`src/rtl/ingress_pkg.sv`:
```
// ingress_pkg: shared types and constants for the NoC ingress traffic source
package ingress_pkg;
  typedef enum logic [1:0] {
    ST_IDLE,
    ST_GAP,
    ST_SEND,
    ST_DONE
  } ingress_state_t;

  localparam logic [15:0] LFSR_TAPS = 16'hB400;

  typedef struct packed {
    logic        head;
    logic        tail;
    logic [63:0] ingress_id;
    logic [7:0]  egress_id;
    logic [63:0] payload;
  } flit_t;
endpackage

```
`src/rtl/lfsr16.sv`:
```
// lfsr16: 16-bit right-shifting Galois LFSR that advances only when stepped
module lfsr16
  import ingress_pkg::*;
#(
  parameter logic [15:0] SEED = 16'hACE1
) (
  input  logic        clk,
  input  logic        rst,
  input  logic        i_step,
  output logic [15:0] o_value
);
  logic [15:0] r_value;
  always_ff @(posedge clk or posedge rst)
    if (rst) r_value <= SEED;
    else if (i_step) r_value <= {1'b0, r_value[15:1]} ^ (r_value[0] ? LFSR_TAPS : 16'd0);
  assign o_value = r_value;
endmodule

```
`src/rtl/ingress_unit.sv`:
```
// ingress_unit: injects LFSR-paced packets into one NoC ingress port,
// stamping head flits with the cycle count and body flits with {seq, idx}.
module ingress_unit
  import ingress_pkg::*;
#(
  parameter int unsigned INGRESS_ID       = 0,
  parameter int unsigned N_EGRESSES       = 4,
  parameter int unsigned NUM_PACKETS      = 16,
  parameter int unsigned MAX_FLITS        = 4,
  parameter int unsigned INJECT_RATE      = 256,
  parameter logic [15:0] SEED             = 16'hACE1,
  parameter int          INGRESS_BITS     = 64,
  parameter int          CYCLE_COUNT_BITS = 64,
  parameter int          PAYLOAD_BITS     = 64
) (
  input  logic                        clock,
  input  logic                        reset,
  input  logic [CYCLE_COUNT_BITS-1:0] cycle_count,
  input  logic                        enable,
  output logic                        flit_out_valid,
  input  logic                        flit_out_ready,
  output logic                        flit_out_head,
  output logic                        flit_out_tail,
  output logic [INGRESS_BITS-1:0]     flit_out_ingress_id,
  output logic [7:0]                  flit_out_egress_id,
  output logic [PAYLOAD_BITS-1:0]     flit_out_payload,
  output logic [31:0]                 packets_sent,
  output logic                        done
);
  ingress_state_t r_state, w_next;
  logic [15:0] w_lfsr;
  logic [8:0]  r_len, w_len;
  logic [7:0]  r_idx;
  logic [31:0] r_seq;
  logic [63:0] r_stamp;
  logic        w_step, w_inject, w_valid, w_fire, w_last, w_final;
  flit_t       w_flit;

  lfsr16 #(.SEED(SEED)) u_lfsr (
    .clk    (clock),
    .rst    (reset),
    .i_step (w_step),
    .o_value(w_lfsr)
  );

  // Injection decision and length use the LFSR value before this cycle's step
  assign w_step   = r_state == ST_GAP && enable;
  assign w_inject = w_step && ({1'b0, w_lfsr[7:0]} < 9'(INJECT_RATE));
  assign w_len    = {1'b0, w_lfsr[15:8] & 8'(MAX_FLITS - 1)} + 9'd1;
  assign w_valid  = r_state == ST_SEND;
  assign w_last   = r_idx == 8'(r_len - 9'd1);
  assign w_fire   = w_valid && flit_out_ready;
  assign w_final  = r_seq + 32'd1 == 32'(NUM_PACKETS);

  always_comb begin
    w_next = r_state;
    case (r_state)
      ST_IDLE: w_next = enable ? ST_GAP : ST_IDLE;
      ST_GAP:  w_next = !enable ? ST_IDLE : w_inject ? ST_SEND : ST_GAP;
      ST_SEND: w_next = !(w_fire && w_last) ? ST_SEND : w_final ? ST_DONE : enable ? ST_GAP : ST_IDLE;
      default: w_next = ST_DONE;
    endcase
  end

  always_ff @(posedge clock or posedge reset)
    if (reset) begin
      r_state <= ST_IDLE;
      r_len   <= '0;
      r_idx   <= '0;
      r_seq   <= '0;
      r_stamp <= '0;
    end else begin
      r_state <= w_next;
      if (w_inject) begin
        r_len   <= w_len;
        r_idx   <= '0;
        r_stamp <= 64'(cycle_count);
      end else if (w_fire) r_idx <= r_idx + 8'd1;
      if (w_fire && w_last) r_seq <= r_seq + 32'd1;
    end

  // Flit fields decode from registered state only, so ready never reaches an output
  always_comb begin
    w_flit.head       = w_valid && r_idx == 8'd0;
    w_flit.tail       = w_valid && w_last;
    w_flit.ingress_id = 64'(INGRESS_ID);
    w_flit.egress_id  = w_valid ? 8'(r_seq % N_EGRESSES) : 8'd0;
    w_flit.payload    = !w_valid ? 64'd0 : r_idx == 8'd0 ? r_stamp : {r_seq, 24'd0, r_idx};
  end

  assign flit_out_valid      = w_valid;
  assign flit_out_head       = w_flit.head;
  assign flit_out_tail       = w_flit.tail;
  assign flit_out_ingress_id = INGRESS_BITS'(w_flit.ingress_id);
  assign flit_out_egress_id  = w_flit.egress_id;
  assign flit_out_payload    = PAYLOAD_BITS'(w_flit.payload);
  assign packets_sent        = r_seq;
  assign done                = r_state == ST_DONE;
endmodule

```
`config.mk`:
```
export PLATFORM = sky130hd
export DESIGN_NAME = ingress_unit
export DESIGN_NICKNAME = d
export VERILOG_FILES = /design/src/rtl/ingress_pkg.sv /design/src/rtl/lfsr16.sv /design/src/rtl/ingress_unit.sv
export SDC_FILE = /design/constraint.sdc
export NUM_CORES = 1
export LEC_CHECK = 0
export CAP_MARGIN = 20
export CORE_MARGIN = 2
export CORE_UTILIZATION = 48
export DETAILED_ROUTE_END_ITERATION = 8
export PLACE_DENSITY = 0.81
export SYNTH_ARGS = -nofsm -noshare
export SYNTH_HDL_FRONTEND = slang
export SYNTH_HIERARCHICAL = 1
export SYNTH_SLANG_ARGS = --single-unit
```
`constraint.sdc`:
```
create_clock -name clock -period 6.67 [get_ports clock]
set_input_delay 1.334 -clock clock [delete_from_list [all_inputs] [get_ports clock]]
set_output_delay 1.334 -clock clock [all_outputs]
set_load 0.02 [all_outputs]
```
# Word-level counts from Yosys, hierarchy flattened
# Cells that the tools add are included.
# W data, S select, Z words.
[word_totals] reg_bits=125 latch_bits=0 ramBits=0 mem_bits_ro=0 output_inout_bits=172 n_memories=0
[op_classes] add_sub_neg=4 multipliers=0 n_div=0 n_lt_le_gt_ge=0 eq_ne=5 n_shift=0 n_mux=12 bitwise_logic=1 reduce_logical=8
[op_table] cell="$mux W64" n=2
[op_table] cell="$add A32 B1 Y32 const B" n=1
[op_table] cell="$eq A32 B5 Y1 const B" n=1
[op_table] cell="$mux W16" n=1
[op_table] cell="$mux W8" n=2
[op_table] cell="$xor A15 B16 Y16" n=1
[op_table] cell="$mux W2" n=5
[op_table] cell="$add A8 B1 Y8 const B" n=1
[op_table] cell="$eq A8 B8 Y1" n=1
[op_table] cell="$logic_not A8 Y1" n=1
[op_table] cell="$pmux W2 S3" n=1
[op_table] cell="$logic_and A1 B1 Y1" n=5
[op_table] cell="$eq A2 B2 Y1 const B" n=2
[op_table] cell="$sub A3 B1 Y4 const B" n=1
[op_table] cell="$add A2 B1 Y3 const B" n=1
[op_table] cell="$eq A2 B1 Y1 const B" n=1
[op_table] cell="$logic_not A2 Y1" n=1
[op_table] cell="$reduce_bool A2 Y1" n=1
[op_table] cell="$mux W1" n=1

# Depth between registers and ports, before layout
[logic_depth] depth_word=5 mapped_depth=10 depth_no_buf=9

# Cells and area by module
# The synthesis kept the hierarchy.
[modules_own_cells] module="ingress_unit" instances=1 cells_per_inst=807 area_each_um2=6448.7 seq_area_each_um2=2727.6
[modules_own_cells] module="lfsr16" instances=1 cells_per_inst=41 area_each_um2=659.4 seq_area_each_um2=410.4

# Least setup slack after synthesis
# OpenSTA, ideal clock, no wires.
[synth_timing] path_kind="register -> output" startpoint="register r_idx[0]" endpoint="output flit_out_payload[43]" t_arrival_ns=1.966 setup_slack_ns=3.370 path_stages_with_launch=9 n_path_buf=3 path_cell_list="dfrtp_1 -> clkbuf_1 -> inv_1 -> ha_1 -> nor3b_1 -> clkbuf_1 -> buf_1 -> nand2_1 -> a21oi_1"
[synth_between] elab_chain_len=3
[synth_lines] element="from (decl)" line_no="ingress_unit.sv:33" rtl="logic [7:0] r_idx;"
[synth_lines] element="from (signal assigned)" line_no="ingress_unit.sv:78" rtl="end else if (w_fire) r_idx <= r_idx + 8'd1;"
[synth_lines] element="$logic_not A8 Y1" line_no="ingress_unit.sv:88" rtl="w_flit.payload = !w_valid ? 64'd0 : r_idx == 8'd0 ? r_stamp : {r_seq, 24'd0, r_idx};"
[synth_lines] element="$mux W64 (2 in series)" line_no="ingress_unit.sv:88"
[synth_lines] element="to (decl)" line_no="ingress_unit.sv:26" rtl="output logic [PAYLOAD_BITS-1:0] flit_out_payload,"
# Every way passes these cells.

# Worst setup path in the final report
[layout_timing] startpoint="register r_idx[5]" endpoint="output flit_out_payload[1]"
# Same word-level chain as after synthesis.

==> summary.md <==
| Metric | Value |
|---|---|
| Most frequent cell after synthesis | `nand2_1` |
| Vias/cell | `5.158` |
| Clk slew on worst S/H paths | `0.06 ns` |
| Initial DRC Count | `516` |
| All-Layer GR Usage | `23.78%` |
| Initial antenna violation count | `0` |
| Reg2reg path depth | `9` |
| Part of the cycle the worst path needs | `a little under three quarters` |
| Slew @ Worst Pin | `0.8774 ns` |
| Top-level port count | `240` |
| Root Buffer | `clkbuf_16` |
| Worst-path fanout max | `27` |
| Adder-cell share of the synthesized area | `1.056%` |
| Wire per inst | `15.70 µm` |
| CP most frequent cell | `nand2_1` |
| Main area contributors after synthesis | `dfrtp_1 (41%), nand2_1 (15%), buf_4 (7.6%)` |
| Power Dens Cells | `357.8 nW/µm²` |
| H-tree depth | `4` |
| Max Cap Violations | `0` |
| CP arrival | `between 3 and 4 ns` |
| Post-synthesis xor/xnor area fraction | `under 10%` |
| Syn Std Cell Area | `7108 µm²` |
| R2R Setup Slk | `3.40 ns` |
| Latest clock arrival within the worst-skew pair | `0.42 ns` |
| EDFF count, synth | `0` |
| I/O Buffers | `roughly 170` |
| Leakage power | `4.146 nW` |
| CP max-delay cell | `nor3b_2` |
| Worst Hold Class | `reg -> reg` |
| Crit path capture type | `output port` |
| Status | `finished clean` |
| Post-CTS setup buffers | `0` |
| CP Class | `reg -> out` |
| Routability cong. | `between 0.8 and 0.9` |
| Vias | `6107` |
| Yosys warnings | `6` |
| CP max stage delay | `0.69 ns` |
| Unrepaired setup endpoints after global routing | `no` |
| Die width | `125.7 µm` |
| Area fraction in compound gates after synthesis | `slightly above 6%` |
| Leading area contributor after synthesis | `dfrtp_1` |
| Maximum vdd drop | `~0.00026 V` |
| CTS tree | `built` |
| Post-route ant nets | `0` |
| Yosys cell types | `between 50 and 60` |
| Initial Utilization | `49.09%` |
| Ys async rst share | `between 90% and 100%` |
| Final wirelength | `18590 µm` |
| Period minus WS final | `4.728 ns` |
| Combinational family with the most area after synthesis | `simple AND/OR/NAND/NOR gates` |
| CTS Buffer Depth | `2` |
| Slew margin rel. | `41.51%` |
| First-pass detailed-route iteration total | `5` |
| First-pass GRT wire length | `roughly 30000 µm` |
| Simple-gate portion of the synthesized area | `27.88%` |
| Vias in the first global route | `5910` |
| Setup TNS | `0 ns` |
| Antenna diodes | `0` |
| Mux cell area share after synthesis | `between 2 and 3%` |
| Final hold vios | `0` |
| Largest net degree at the start of global routing | `slightly below 70` |
| CTS resizes | `0` |
| Max Slew Vio Count | `0` |
| Worst hold path stage count | `2` |
| Register area share after synthesis | `44.15%` |
| Final worst clock skew | `0.01534 ns` |
| Core ar. | `14480 µm²` |
| Share of cells above drive strength 1 | `7.300%` |
| CTS buffer count | `17` |
| CP Cell Sequence | `nor3_1 -> nand2_1 -> nor3b_2 -> buf_4 -> nand2_1 -> a21oi_1 -> clkdlybuf4s50_1` |
| Worst Hold End | `r_stamp[15]` |
| Detailed Place HPWL | `between 10000 and 15000 µm` |
| Achievable Freq | `211.5 MHz` |
| Final Util | `a little under two thirds` |
| Total die area | `15800 µm²` |
| Top cells by count, synth | `nand2_1 (287), dfrtp_1 (117), buf_4 (72)` |
| Hold Startpoint | `r_stamp[15]` |
| FF-to-FF End | `packets_sent[29]` |
| Post-synth top area share | `41.19%` |
| # nets final | `1061` |
| Crit path required time | `5.34 ns` |
| Clk sink count | `125` |
| Final setup vio count | `0` |
| Startpoint types | `flop` |
| Layout area overhead | `29.57%` |
| Syn avg cell area | `8.382 µm²` |
| Reg-to-reg startpoint | `r_state[0]` |
| CTS Hold Bufs | `0` |
| DR DRC count | `0` |
| Ys flop type | `dfrtp_1` |
| Die span in y | `125.7 µm` |
| Register bit total from synthesis | `125` |
| Mapped Cells | `848` |
| Remaining global-route overflow | `0` |
| Rows | `44` |
registers in the layout (all words and copies together) (netlist names):
signal	count
packets_sent	32
r_idx	8
r_len	3
r_stamp	64
r_state	2
u_lfsr/o_value	16
stage by stage:
step / total power [mW] / hold WS, ns / worst slack [ns] / cells / area (µm²)
2_1_floorplan: 1.893 / 0.4374 / 2.462 / 917 / 7367
3_3_place_gp: 2.304 / 0.4484 / 2.452 / 1151 / 8568
3_5_place_dp: 2.335 / 0.4548 / 2.445 / 1152 / 8579
4_1_cts: 3.314 / 0.4686 / 1.968 / 1184 / 9210
5_1_grt: 3.494 / 0.4855 / 1.784 / 1184 / 9210
6_report: 3.296 / 0.4663 / 1.942 / 1184 / 9210
placed cells by master, fill, tap and decap left out, drive strengths merged, types with 4 or more instances in the layout:
| cell | count |
|---|---|
| clkdlybuf4s50 | 169 |
| ha | 6 |
| nor4 | 10 |
| nand3 | 18 |
| nand4 | 21 |
| clkinv | 4 |
| xnor2 | 35 |
| o21ai | 6 |
| conb | 70 |
| or3 | 4 |
| dfrtp | 117 |
| xor2 | 16 |
| a21oi | 49 |
| and2 | 29 |
| a31oi | 4 |
| nor3 | 10 |
| dfstp | 8 |
| buf | 7 |
| mux2 | 14 |
| nor2 | 33 |
| nand2 | 287 |
| and3 | 8 |
| clkbuf | 23 |
| inv | 11 |
final cells by class:
cell class / count / area (µm²)
Fill cell: 1215 / 5269
Multi-Input combinational cell: 656 / 3420
Tap cell: 184 / 230.2
Sequential cell: 125 / 3138
Inverter: 11 / 43.79
Clock inverter: 9 / 132.6
Timing Repair Buffer: 176 / 1748
Clock buffer: 23 / 498.0
logic make-up (layout without fill, tap and decap cells):
group	count (synthesis)	after routing
AND/OR/NAND/NOR	440	440
buffers and inverters	136	219
adder cells (fa/ha/maj)	6	6
AO/OA/AOI/OAI	73	73
flip-flops	125	125
multiplexers	15	15
other	1	70
XOR/XNOR	52	52
critical path, delay by kind of cell, from the launching register on:
kind,cells,cell delay [ns]
DFF,1,0.45
buffers and inverters,2,1.09
and+or+nand+nor,4,1.23
AOI/OAI and AO/OA,1,0.19
where the power goes:
part	internal, mW	leakage (nW)	switching, mW
clock	0.637	0.305	0.328
sequential	1.01	1.60	0.187
combinational	0.472	2.24	0.664
total	2.12	4.15	1.18
metal layers:
metal	global-route usage [%]	up-vias	share of wire, %
met1	31.68	2885	42
li1	-	2905	-
met4	8.627	0	2.0
met5	0	-	0
met3	5.692	32	7.6
met2	38.06	285	48
how the worst max path moves through the flow:
stage                   from                    to  cells after the start
floorplan              reset       packets_sent[0]                      1
global placement    r_idx[5]  flit_out_payload[32]                      5
detailed placement  r_idx[5]   flit_out_payload[1]                      7
CTS                 r_idx[5]   flit_out_payload[1]                      7
global route        r_idx[5]   flit_out_payload[1]                      7
finish              r_idx[5]   flit_out_payload[1]                      7
Power figures use the tool's default switching activity.
